File: config.mk
export PLATFORM = sky130hd
export DESIGN_NAME = adc_seq_sar_ctrl
export DESIGN_NICKNAME = d
export VERILOG_FILES = /design/src/rtl/adc_seq_sar_ctrl.sv
export SDC_FILE = /design/constraint.sdc
export NUM_CORES = 1
export LEC_CHECK = 0
export ABC_AREA = 1
export CORE_MARGIN = 4
export CORE_UTILIZATION = 55
export DETAILED_ROUTE_END_ITERATION = 6
export HOLD_SLACK_MARGIN = 0.05
export PLACE_DENSITY = 0.76
export SLEW_MARGIN = 20
export SYNTH_ARGS = -nofsm -noshare
export SYNTH_HDL_FRONTEND = slang
export SYNTH_SLANG_ARGS = --single-unit
File: constraint.sdc
create_clock -name clk -period 4.3 [get_ports clk]
set_input_delay 0.86 -clock clk [delete_from_list [all_inputs] [get_ports clk]]
set_output_delay 0.86 -clock clk [all_outputs]
set_load 0.01 [all_outputs]
File: src/rtl/adc_seq_sar_ctrl.sv
// SAR ADC controller: clock-divided sequencer, per-channel averaging and a tagged
// {channel, result} FWFT FIFO between the analog macro and the bus wrapper.
module adc_seq_sar_ctrl #(
  parameter int RES      = 10,
  parameter int CH_W     = 3,
  parameter int SEQ_LEN  = 8,
  parameter int FIFO_AW  = 4,
  parameter int CLKDIV_W = 8,
  parameter int AVG_W    = 2
) (
  input  logic                        clk,
  input  logic                        rst_n,
  input  logic                        en,
  input  logic [CLKDIV_W-1:0]         clkdiv,
  input  logic [3:0]                  swidth,
  input  logic [1:0]                  mode,
  input  logic                        start,
  input  logic [CH_W-1:0]             ch_sel,
  input  logic [SEQ_LEN*(CH_W+1)-1:0] seq_cfg,
  input  logic [AVG_W-1:0]            avg_sel,
  input  logic                        cmp,
  output logic                        sample_n,
  output logic [RES-1:0]              dac_code,
  output logic [CH_W-1:0]             ch_sel_out,
  output logic                        busy,
  output logic                        eoc,
  input  logic                        rd,
  output logic [CH_W+RES-1:0]         fifo_rdata,
  output logic                        fifo_empty,
  output logic                        fifo_full,
  output logic [FIFO_AW:0]            fifo_level,
  input  logic [FIFO_AW:0]            fifo_threshold,
  output logic                        fifo_above,
  output logic                        ovf,
  input  logic                        ovf_clr
);

  // state  | meaning
  // IDLE   | waiting for a pending start on a tick
  // SAMPLE | S/H switch closed for swidth+1 ticks
  // CONV   | RES ticks of successive approximation, MSB first
  // DONE   | accumulate code; repeat sample or emit result and advance step

  localparam int STEP_W = (SEQ_LEN > 1) ? $clog2(SEQ_LEN) : 1;
  localparam int ENT_W  = CH_W + 1;
  localparam int ACC_W  = RES + 2**AVG_W - 1;
  localparam int CNT_W  = 2**AVG_W;
  localparam int BIT_W  = (RES > 1) ? $clog2(RES) : 1;
  localparam int DEPTH  = 2**FIFO_AW;
  localparam int LVL_W  = FIFO_AW + 1;
  localparam int WORD_W = CH_W + RES;
  localparam logic [STEP_W-1:0] LAST_STEP = STEP_W'(SEQ_LEN - 1);

  typedef enum logic [1:0] {S_IDLE, S_SAMPLE, S_CONV, S_DONE} state_t;

  state_t              state, state_nxt;
  logic [CLKDIV_W-1:0] div_cnt;
  logic                tick;
  logic                pending, pending_nxt;
  logic [3:0]          tmr, tmr_nxt;
  logic [BIT_W-1:0]    bit_idx, bit_nxt;
  logic [RES-1:0]      dac_nxt;
  logic [CH_W-1:0]     ch_nxt;
  logic [STEP_W-1:0]   step, step_nxt, step_inc;
  logic [ACC_W-1:0]    acc, acc_nxt, acc_sum;
  logic [CNT_W-1:0]    smp_cnt, smp_nxt;
  logic [AVG_W-1:0]    avg_lat, avg_nxt;
  logic                eoc_nxt;
  logic                push;
  logic [WORD_W-1:0]   push_word;
  logic                seq_mode, final_smp;
  logic [ENT_W-1:0]    step_ent;
  logic [CH_W-1:0]     first_ch, next_ch;
  logic [RES-1:0]      avg_result;

  // Tick generator: down-counter reloaded with clkdiv, fires on terminal count.
  assign tick = en && (div_cnt == '0);

  always_ff @(posedge clk or negedge rst_n) begin
    if (!rst_n)     div_cnt <= '0;
    else if (!en)   div_cnt <= '0;
    else if (tick)  div_cnt <= clkdiv;
    else            div_cnt <= div_cnt - 1'b1;
  end

  assign seq_mode   = (mode == 2'b01) || (mode == 2'b10);
  assign step_ent   = seq_cfg[int'(step)*ENT_W +: ENT_W];
  assign step_inc   = (step == LAST_STEP) ? '0 : step + 1'b1;
  assign first_ch   = seq_cfg[CH_W-1:0];
  assign next_ch    = seq_cfg[int'(step_inc)*ENT_W +: CH_W];
  assign acc_sum    = acc + ACC_W'(dac_code);
  assign avg_result = RES'(acc_sum >> avg_lat);
  assign final_smp  = (smp_cnt == ((CNT_W'(1) << avg_lat) - CNT_W'(1)));

  always_comb begin
    state_nxt   = state;
    pending_nxt = pending;
    tmr_nxt     = tmr;
    bit_nxt     = bit_idx;
    dac_nxt     = dac_code;
    ch_nxt      = ch_sel_out;
    step_nxt    = step;
    acc_nxt     = acc;
    smp_nxt     = smp_cnt;
    avg_nxt     = avg_lat;
    eoc_nxt     = 1'b0;
    push        = 1'b0;
    push_word   = '0;

    if (!en) begin
      state_nxt   = S_IDLE;
      pending_nxt = 1'b0;
      tmr_nxt     = '0;
      bit_nxt     = '0;
      dac_nxt     = '0;
      step_nxt    = '0;
      acc_nxt     = '0;
      smp_nxt     = '0;
    end else begin
      case (state)
        S_IDLE: begin
          if (tick && pending) begin
            pending_nxt = 1'b0;
            state_nxt   = S_SAMPLE;
            tmr_nxt     = swidth;
            dac_nxt     = '0;
            step_nxt    = '0;
            acc_nxt     = '0;
            smp_nxt     = '0;
            avg_nxt     = avg_sel;
            ch_nxt      = seq_mode ? first_ch : ch_sel;
          end else if (start) begin
            pending_nxt = 1'b1;
          end
        end

        S_SAMPLE: begin
          if (tick) begin
            if (tmr == '0) begin
              state_nxt = S_CONV;
              bit_nxt   = BIT_W'(RES - 1);
              dac_nxt   = RES'(1) << (RES - 1);
            end else begin
              tmr_nxt = tmr - 1'b1;
            end
          end
        end

        S_CONV: begin
          if (tick) begin
            if (!cmp) dac_nxt[bit_idx] = 1'b0;
            if (bit_idx == '0) begin
              state_nxt = S_DONE;
            end else begin
              dac_nxt[bit_idx - 1'b1] = 1'b1;
              bit_nxt                 = bit_idx - 1'b1;
            end
          end
        end

        S_DONE: begin
          if (tick) begin
            tmr_nxt = swidth;
            dac_nxt = '0;
            if (!final_smp) begin
              state_nxt = S_SAMPLE;
              acc_nxt   = acc_sum;
              smp_nxt   = smp_cnt + 1'b1;
            end else begin
              push      = 1'b1;
              push_word = {ch_sel_out, avg_result};
              eoc_nxt   = 1'b1;
              acc_nxt   = '0;
              smp_nxt   = '0;
              avg_nxt   = avg_sel;
              if (!seq_mode) begin
                state_nxt = S_IDLE;
                step_nxt  = '0;
              end else if (step_ent[CH_W] || (step == LAST_STEP)) begin
                step_nxt  = '0;
                ch_nxt    = first_ch;
                state_nxt = (mode == 2'b01) ? S_IDLE : S_SAMPLE;
              end else begin
                step_nxt  = step_inc;
                ch_nxt    = next_ch;
                state_nxt = S_SAMPLE;
              end
            end
          end
        end

        default: state_nxt = S_IDLE;
      endcase
    end
  end

  always_ff @(posedge clk or negedge rst_n) begin
    if (!rst_n) begin
      state      <= S_IDLE;
      pending    <= 1'b0;
      tmr        <= '0;
      bit_idx    <= '0;
      dac_code   <= '0;
      ch_sel_out <= '0;
      step       <= '0;
      acc        <= '0;
      smp_cnt    <= '0;
      avg_lat    <= '0;
      eoc        <= 1'b0;
    end else begin
      state      <= state_nxt;
      pending    <= pending_nxt;
      tmr        <= tmr_nxt;
      bit_idx    <= bit_nxt;
      dac_code   <= dac_nxt;
      ch_sel_out <= ch_nxt;
      step       <= step_nxt;
      acc        <= acc_nxt;
      smp_cnt    <= smp_nxt;
      avg_lat    <= avg_nxt;
      eoc        <= eoc_nxt;
    end
  end

  assign busy     = (state != S_IDLE);
  assign sample_n = (state != S_SAMPLE);

  // Result FIFO; a pop in the same cycle frees the slot for a push on full.
  logic [WORD_W-1:0]  mem [DEPTH];
  logic [FIFO_AW-1:0] wr_ptr, rd_ptr;
  logic               do_push, do_pop, ovf_set;
  logic [LVL_W-1:0]   level_nxt;

  assign do_pop    = rd && !fifo_empty;
  assign do_push   = push && (!fifo_full || do_pop);
  assign ovf_set   = push && fifo_full && !do_pop;
  assign level_nxt = fifo_level + LVL_W'(do_push) - LVL_W'(do_pop);

  always_ff @(posedge clk) begin
    if (do_push) mem[wr_ptr] <= push_word;
  end

  always_ff @(posedge clk or negedge rst_n) begin
    if (!rst_n) begin
      wr_ptr     <= '0;
      rd_ptr     <= '0;
      fifo_level <= '0;
      fifo_empty <= 1'b1;
      fifo_full  <= 1'b0;
      ovf        <= 1'b0;
    end else begin
      if (do_push) wr_ptr <= wr_ptr + 1'b1;
      if (do_pop)  rd_ptr <= rd_ptr + 1'b1;
      fifo_level <= level_nxt;
      fifo_empty <= (level_nxt == '0);
      fifo_full  <= (level_nxt == LVL_W'(DEPTH));
      if (ovf_set)      ovf <= 1'b1;
      else if (ovf_clr) ovf <= 1'b0;
    end
  end

  assign fifo_rdata = mem[rd_ptr];
  assign fifo_above = (fifo_level > fifo_threshold);

endmodule
Word level (Yosys, flattened, before mapping)
Memories as Yosys holds them, arrays and structs flattened.
Index checks and enable logic that the tools add are counted.
Word-level totals
  memories kept: 1
  bits in registers: 71
  latch bits: 0
  input bits: 63
  output and inout bits: 38
  RAM bits: 208
  logic and storage cells: 187
  memory bits (read-only): 0
Operators by class
  shifts and indexed selects: 4
  $add $sub $neg: 11
  order comparisons: 5
  mux-type cells: 87
  reduce and logical (&&, ||, !) cells: 31
  bitwise logic cells: 3
  divide/modulo/power cells: 0
  eq/ne operators: 27
  multiply operators: 0
Memories
  mem: words 16, width 13, read ports 1, clocked after Yosys merged registers in 0, write ports 1, RTL line 229  | logic [WORD_W-1:0] mem [DEPTH];
Operators with widths (count)
  10-bit 2-to-1 mux: 11
  13-bit 2-to-1 mux: 8
  4-bit 2-to-1 mux: 14
  10-bit one-hot mux with 4 select lines: 1
  3-bit 2-to-1 mux: 13
  32-bit by 6-bit indexed part select with 3-bit output: 1
  32-bit by 6-bit indexed part select with 4-bit output: 1
  3-bit != test, second input constant: 9
  13-bit one-hot mux with 2 select lines: 1
  2-bit 2-to-1 mux: 10
  5-bit AND reduction: 4
  1-bit 2-to-1 mux: 18
  8-bit 2-to-1 mux: 2
  4-bit one-hot mux with 2 select lines: 2
  13-bit by 10-bit adder with 13-bit output: 1
  13-bit by 2-bit >> shifter with 10-bit output: 1
  4-bit by 1-bit adder with 4-bit output, second input constant: 3
  3-bit one-hot mux with 2 select lines: 2
  4-bit one-hot mux with 3 select lines: 1
  6-bit AND reduction: 2
  4-bit by 1-bit subtractor with 4-bit output, second input constant: 3
  10-bit AND: 1
  4-bit by 5-bit < comparator with 1-bit output, second input constant: 2
  10-bit NOT: 1
  31 further kinds: 56

Depth between registers and ports, before layout
  depth in word-level cells: 15
  mapped depth: 18
  depth with buffers taken out: 17

Least setup slack after synthesis
OpenSTA, ideal clock, no wires.
  kind: input -> register
  start point: in en
  end point: reg fifo_full
  buffers on the path: 1
  required time: 4.229 ns
  setup slack: 1.133 ns
  library setup time: 0.071 ns
  arrival time: 3.096 ns
  stages: 15
  cell sequence: buf_4 -> inv_2 -> nor3_4 -> nand3_4 -> inv_4 -> nand2_4 -> ha_1 -> inv_1 -> ha_1 -> inv_1 -> fa_1 -> o21ai_0 -> xor2_1 -> inv_1 -> nor2_1
Between the ends
  word-level cells in the longest chain between the ends: 8
Ends and longest elaborated chain
  start: declaration: RTL line 13  | input logic en,
  1-bit logical AND: RTL line 77  | assign tick = en && (div_cnt == '0);
  1-bit 2-to-1 mux (2 in series)
  1-bit 2-to-1 mux (*)
  net eoc_nxt: RTL line 68  | logic eoc_nxt;
  1-bit logical AND (*): RTL line 235  | assign do_push = push && (!fifo_full || do_pop);
  5-bit by 1-bit adder with 5-bit output (*): RTL line 237  | assign level_nxt = fifo_level + LVL_W'(do_push) - LVL_W'(do_pop);
  5-bit by 1-bit subtractor with 5-bit output (*): RTL line 237
  net level_nxt[4]: RTL line 232  | logic [LVL_W-1:0] level_nxt;
  5-bit equality test (*): RTL line 256  | fifo_full <= (level_nxt == LVL_W'(DEPTH));
  end signal: assignment: RTL line 256
  end: declaration: RTL line 30  | output logic fifo_full,
Mark *: on every way through the listed nets, which the timed path passes. The rest lies on a longest branch.
A chain may end at the register's enable or synchronous reset.

Worst setup path after layout
  start point: reg rd_ptr[0]
  end point: out fifo_rdata[2]
Between the ends
  word-level cells in the longest chain between the ends: 1
Ends and longest elaborated chain
  start: declaration: RTL line 230  | logic [FIFO_AW-1:0] wr_ptr, rd_ptr;
  start signal: assignment: RTL line 253  | if (do_pop) rd_ptr <= rd_ptr + 1'b1;
  memory 16 x 13 bit
  end: declaration: RTL line 28  | output logic [CH_W+RES-1:0] fifo_rdata,
Every way passes these cells.

==> results.sh <==
export IMPL_grt_overflow=0
export IMPL_holdBufCountCts=0
export IMPL_hold_class="input pin to asynchronous set/reset pin"
export IMPL_layout_cells_non_filler=1800
export IMPL_yosys_area_share_simple_pct=17.1
export IMPL_port_buffer_count=100
export IMPL_grtUsageTotal_pct=23.2
export IMPL_ys_ff_latch=279
export IMPL_cp_start_kind="register"
export IMPL_synth_warnings=0
export IMPL_clockBufferDepth=3
export IMPL_yosysMostFrequentCell="nand2_1"
export IMPL_gp_congestion=0.929
export IMPL_path_cells="buf_4 > o21ai_0 > o221ai_1 > nand3_1 > nand2_1 > clkdlybuf4s50_1"
export IMPL_maxSlewViolCount=0
export IMPL_final_period_utilization_pct=92.7
export IMPL_async_flop_share_pct=25.4
export IMPL_area_growth_pct=17.4
export IMPL_combPwrFrac_pct=35.6
export IMPL_fin_util_pct=66.0
export IMPL_synth_xor_area_share_pct=1.53
export IMPL_clkPwrFrac_pct=27.4
export IMPL_die_y_um=166
export IMPL_synth_seq_area_share_pct=58.3
export IMPL_grt_pass1_vias=10081
export IMPL_stdcell_area_um2=16200
export IMPL_fin_tns_setup_ns=0
export IMPL_first_pass_iters=6
export IMPL_pre_cts_ws_ns=0.436
export IMPL_yosys_cell_types_count=46
export IMPL_routed_via_density=5.68
export IMPL_start_util_pct=56.2
export IMPL_met2_length_um=15900
export IMPL_max_cap_violations=0
export IMPL_cts_repair_resized=0
export IMPL_dieArea_um2=27600
export IMPL_end_kind="output pin"
export IMPL_finalHoldViolations=0
export IMPL_worstMarginPinSlew_ns=1.12
export IMPL_setup_viol=0
export IMPL_synthTopCellsByArea="edfxtp_1 (45%), dfrtp_1 (13%), nand2_1 (7.0%)"
export IMPL_slew_headroom_pct=25.3
export IMPL_first_iter_violations=842
export IMPL_insertion_delay_ns=0.56
export IMPL_synth_compound_gate_area_share_pct=10.6
export IMPL_cts_setup_buffers=0
export IMPL_yosys_area_top_type_share_pct=45.4
export IMPL_synth_main_ff_cell="edfxtp_1"
export IMPL_path_clk_slew_ns=0.06
export IMPL_synthCells=1338
export IMPL_ant_nets=0
export IMPL_drive_gt1_share_pct=8.81
export IMPL_top_layer="met4"
export IMPL_grt_max_degree=108
export IMPL_wl_um=32000
export IMPL_crit_path_max_fanout=46
export IMPL_post_dp_cell_area_um2=15200
export IMPL_htree_levels=1
export IMPL_diodes=0
export IMPL_die_x_um=166
export IMPL_fp_row_count=57
export IMPL_synthMuxAreaShare_pct=3.06
export IMPL_internal_power_mw=5.69
export IMPL_avgRoutedWirePerCell_um=17.8
export IMPL_switchingPower_mw=3.20
export IMPL_p_leak_nw=7.05
export IMPL_grt_pass1_wl_um=52600
export IMPL_arrival_ns=3.13
export IMPL_cp_data_required_time_ns=3.44
export IMPL_synth_top_family_by_area="simple AND/OR/NAND/NOR gates"
export IMPL_power_density_nw_per_um2=550
export IMPL_final_min_clock_period_ns=3.99
export IMPL_numCtsBuffers=29
export IMPL_setup_ws_ns=0.314
export IMPL_skew_ns=0.0234
export IMPL_dpl_hpwl_um=21200
export IMPL_synth_common_cells="nand2_1 (258), edfxtp_1 (208), nor2_1 (145)"
export IMPL_total_power_mw=8.89
export IMPL_sw_frac_of_total_pct=36.0
export IMPL_drc=0
export IMPL_met1_length_um=13800
export IMPL_finalNetCount=1562
export IMPL_fillCellCount=1894
export IMPL_sequentialPowerShare_pct=37.0
export IMPL_synth_fa_ha_area_share_pct=4.29
export IMPL_yosysTopAreaCell="edfxtp_1"
export IMPL_whs_ns=0.459
export IMPL_num_io_pins=101
export IMPL_syn_num_nets=1447
export IMPL_cts_root_buf="clkbuf_16"
export IMPL_netlist_area_um2=13800
export IMPL_ir_worst_vdd_mv=0.319
export IMPL_synth_avg_cell_area_um2=10.3
export IMPL_cts_sinks=279
export IMPL_vias=10216
export IMPL_core_region_area_um2=24500
export IMPL_max_stage_delay_ns=0.83
export IMPL_cts_tree="yes"
export IMPL_dp_cells=1746
export IMPL_synth_edff_count=208
export IMPL_crit_type="register to output pin"
export IMPL_fmax_mhz=251
export IMPL_critPathSlowestCell="dfrtp_4"
export IMPL_rsz0062_at_grt="false"
export IMPL_status="finished, final reports clean"
export IMPL_antenna_found_initial=0
export IMPL_wl_met3_um=1670
-- power by group through the flow --
| stage | combinational [mW] | sequential, mW | clock [mW] |
|---|---|---|---|
| after floorplan | 2.22 | 3.21 | 0 |
| after global placement | 3.07 | 3.33 | 0 |
| after detailed placement | 3.16 | 3.34 | 0 |
| after CTS | 3.17 | 3.29 | 2.47 |
| after global routing | 3.53 | 3.32 | 2.62 |
| final | 3.16 | 3.29 | 2.44 |
-- worst max-delay path: cells and delay by family, from the launching register on --
kind | cells | cell delay, ns
AOI/OAI and AO/OA | 2 | 0.42
buffers and inverters | 2 | 1.05
DFF | 1 | 0.83
and+or+nand+nor | 2 | 0.24
-- state kept, by name, indices dropped and copies added (netlist names) --
signal / flops
tmr: 4
acc: 13
avg_lat: 2
mem: 208
state: 2
div_cnt: 8
fifo_full: 1
fifo_level: 5
ch_sel_out: 3
step: 3
pending: 1
eoc: 1
smp_cnt: 4
wr_ptr: 4
fifo_empty: 1
bit_idx: 4
dac_code: 10
ovf: 1
rd_ptr: 4
-- routing by layer --
layer  vias to the layer above  GRT usage (%)
met3                        52           3.05
met4                         0           6.24
li1                       4904              -
met5                         -              0
met2                       338           39.7
met1                      4922           31.4
-- cells in the final DEF (no fill, tap or decap), types with 5 or more instances in the layout --
master,Yosys,final
nand2_1,258,258
edfxtp_1,208,208
nor2_1,145,144
o21ai_0,122,122
inv_1,112,112
clkdlybuf4s50_1,0,99
nand3_1,95,95
dfrtp_1,70,68
ha_1,44,44
mux2i_1,42,42
o221ai_1,42,42
buf_4,3,34
clkbuf_16,0,29
a21oi_1,19,19
xor2_1,15,15
o211ai_1,15,15
nand4_1,10,10
clkinv_2,0,10
xnor2_1,9,9
o32ai_1,9,9
nand2_2,8,8
clkinv_1,2,8
nor3_1,7,7
o21ai_2,6,6
inv_2,5,5
or2_2,5,5
o22ai_2,5,5
-- area by class of cell --
| class | instances | area [µm²] | share of cell area [%] |
|---|---|---|---|
| sequential | 279 | 8030 | 49.7 |
| tap | 324 | 405 | 2.51 |
| inverter | 121 | 462 | 2.86 |
| clock inverter | 21 | 190 | 1.18 |
| timing repair buffer | 135 | 1290 | 7.96 |
| multi-input combinational | 887 | 5040 | 31.2 |
| clock buffer | 33 | 741 | 4.59 |
-- logic make-up (layout without fill, tap and decap cells) --
logic type	Yosys count	in the layout
buffers and inverters	172	310
adders and majority gates	46	46
DFF	279	279
muxes	42	42
xor gates and xnor gates	24	24
and+or+nand+nor	546	546
AOI/OAI and AO/OA	229	229
-- final timing paths --
| kind | start | endpoint | slack, ns | cells past startpoint |
|---|---|---|---|---|
| min reg2reg | div_cnt[0]$_DFF_PN0_ | div_cnt[0]$_DFF_PN0_ | 0.48 | 1 |
| min in group clk | div_cnt[0]$_DFF_PN0_ | div_cnt[0]$_DFF_PN0_ | 0.48 | 1 |
| max reg2reg | avg_lat[0]$_DFFE_PN0P_ | fifo_full$_DFF_PN0_ | 0.95 | 16 |
| min | rst_n | dac_code[6]$_DFFE_PN0P_ | 0.46 | 1 |
| max in group asynchronous | rst_n | rd_ptr[0]$_DFFE_PN0P_ | 3.17 | 1 |
| max | rd_ptr[0]$_DFFE_PN0P_ | fifo_rdata[2] | 0.31 | 6 |
No activity file was read; power rests on OpenSTA's default activity.
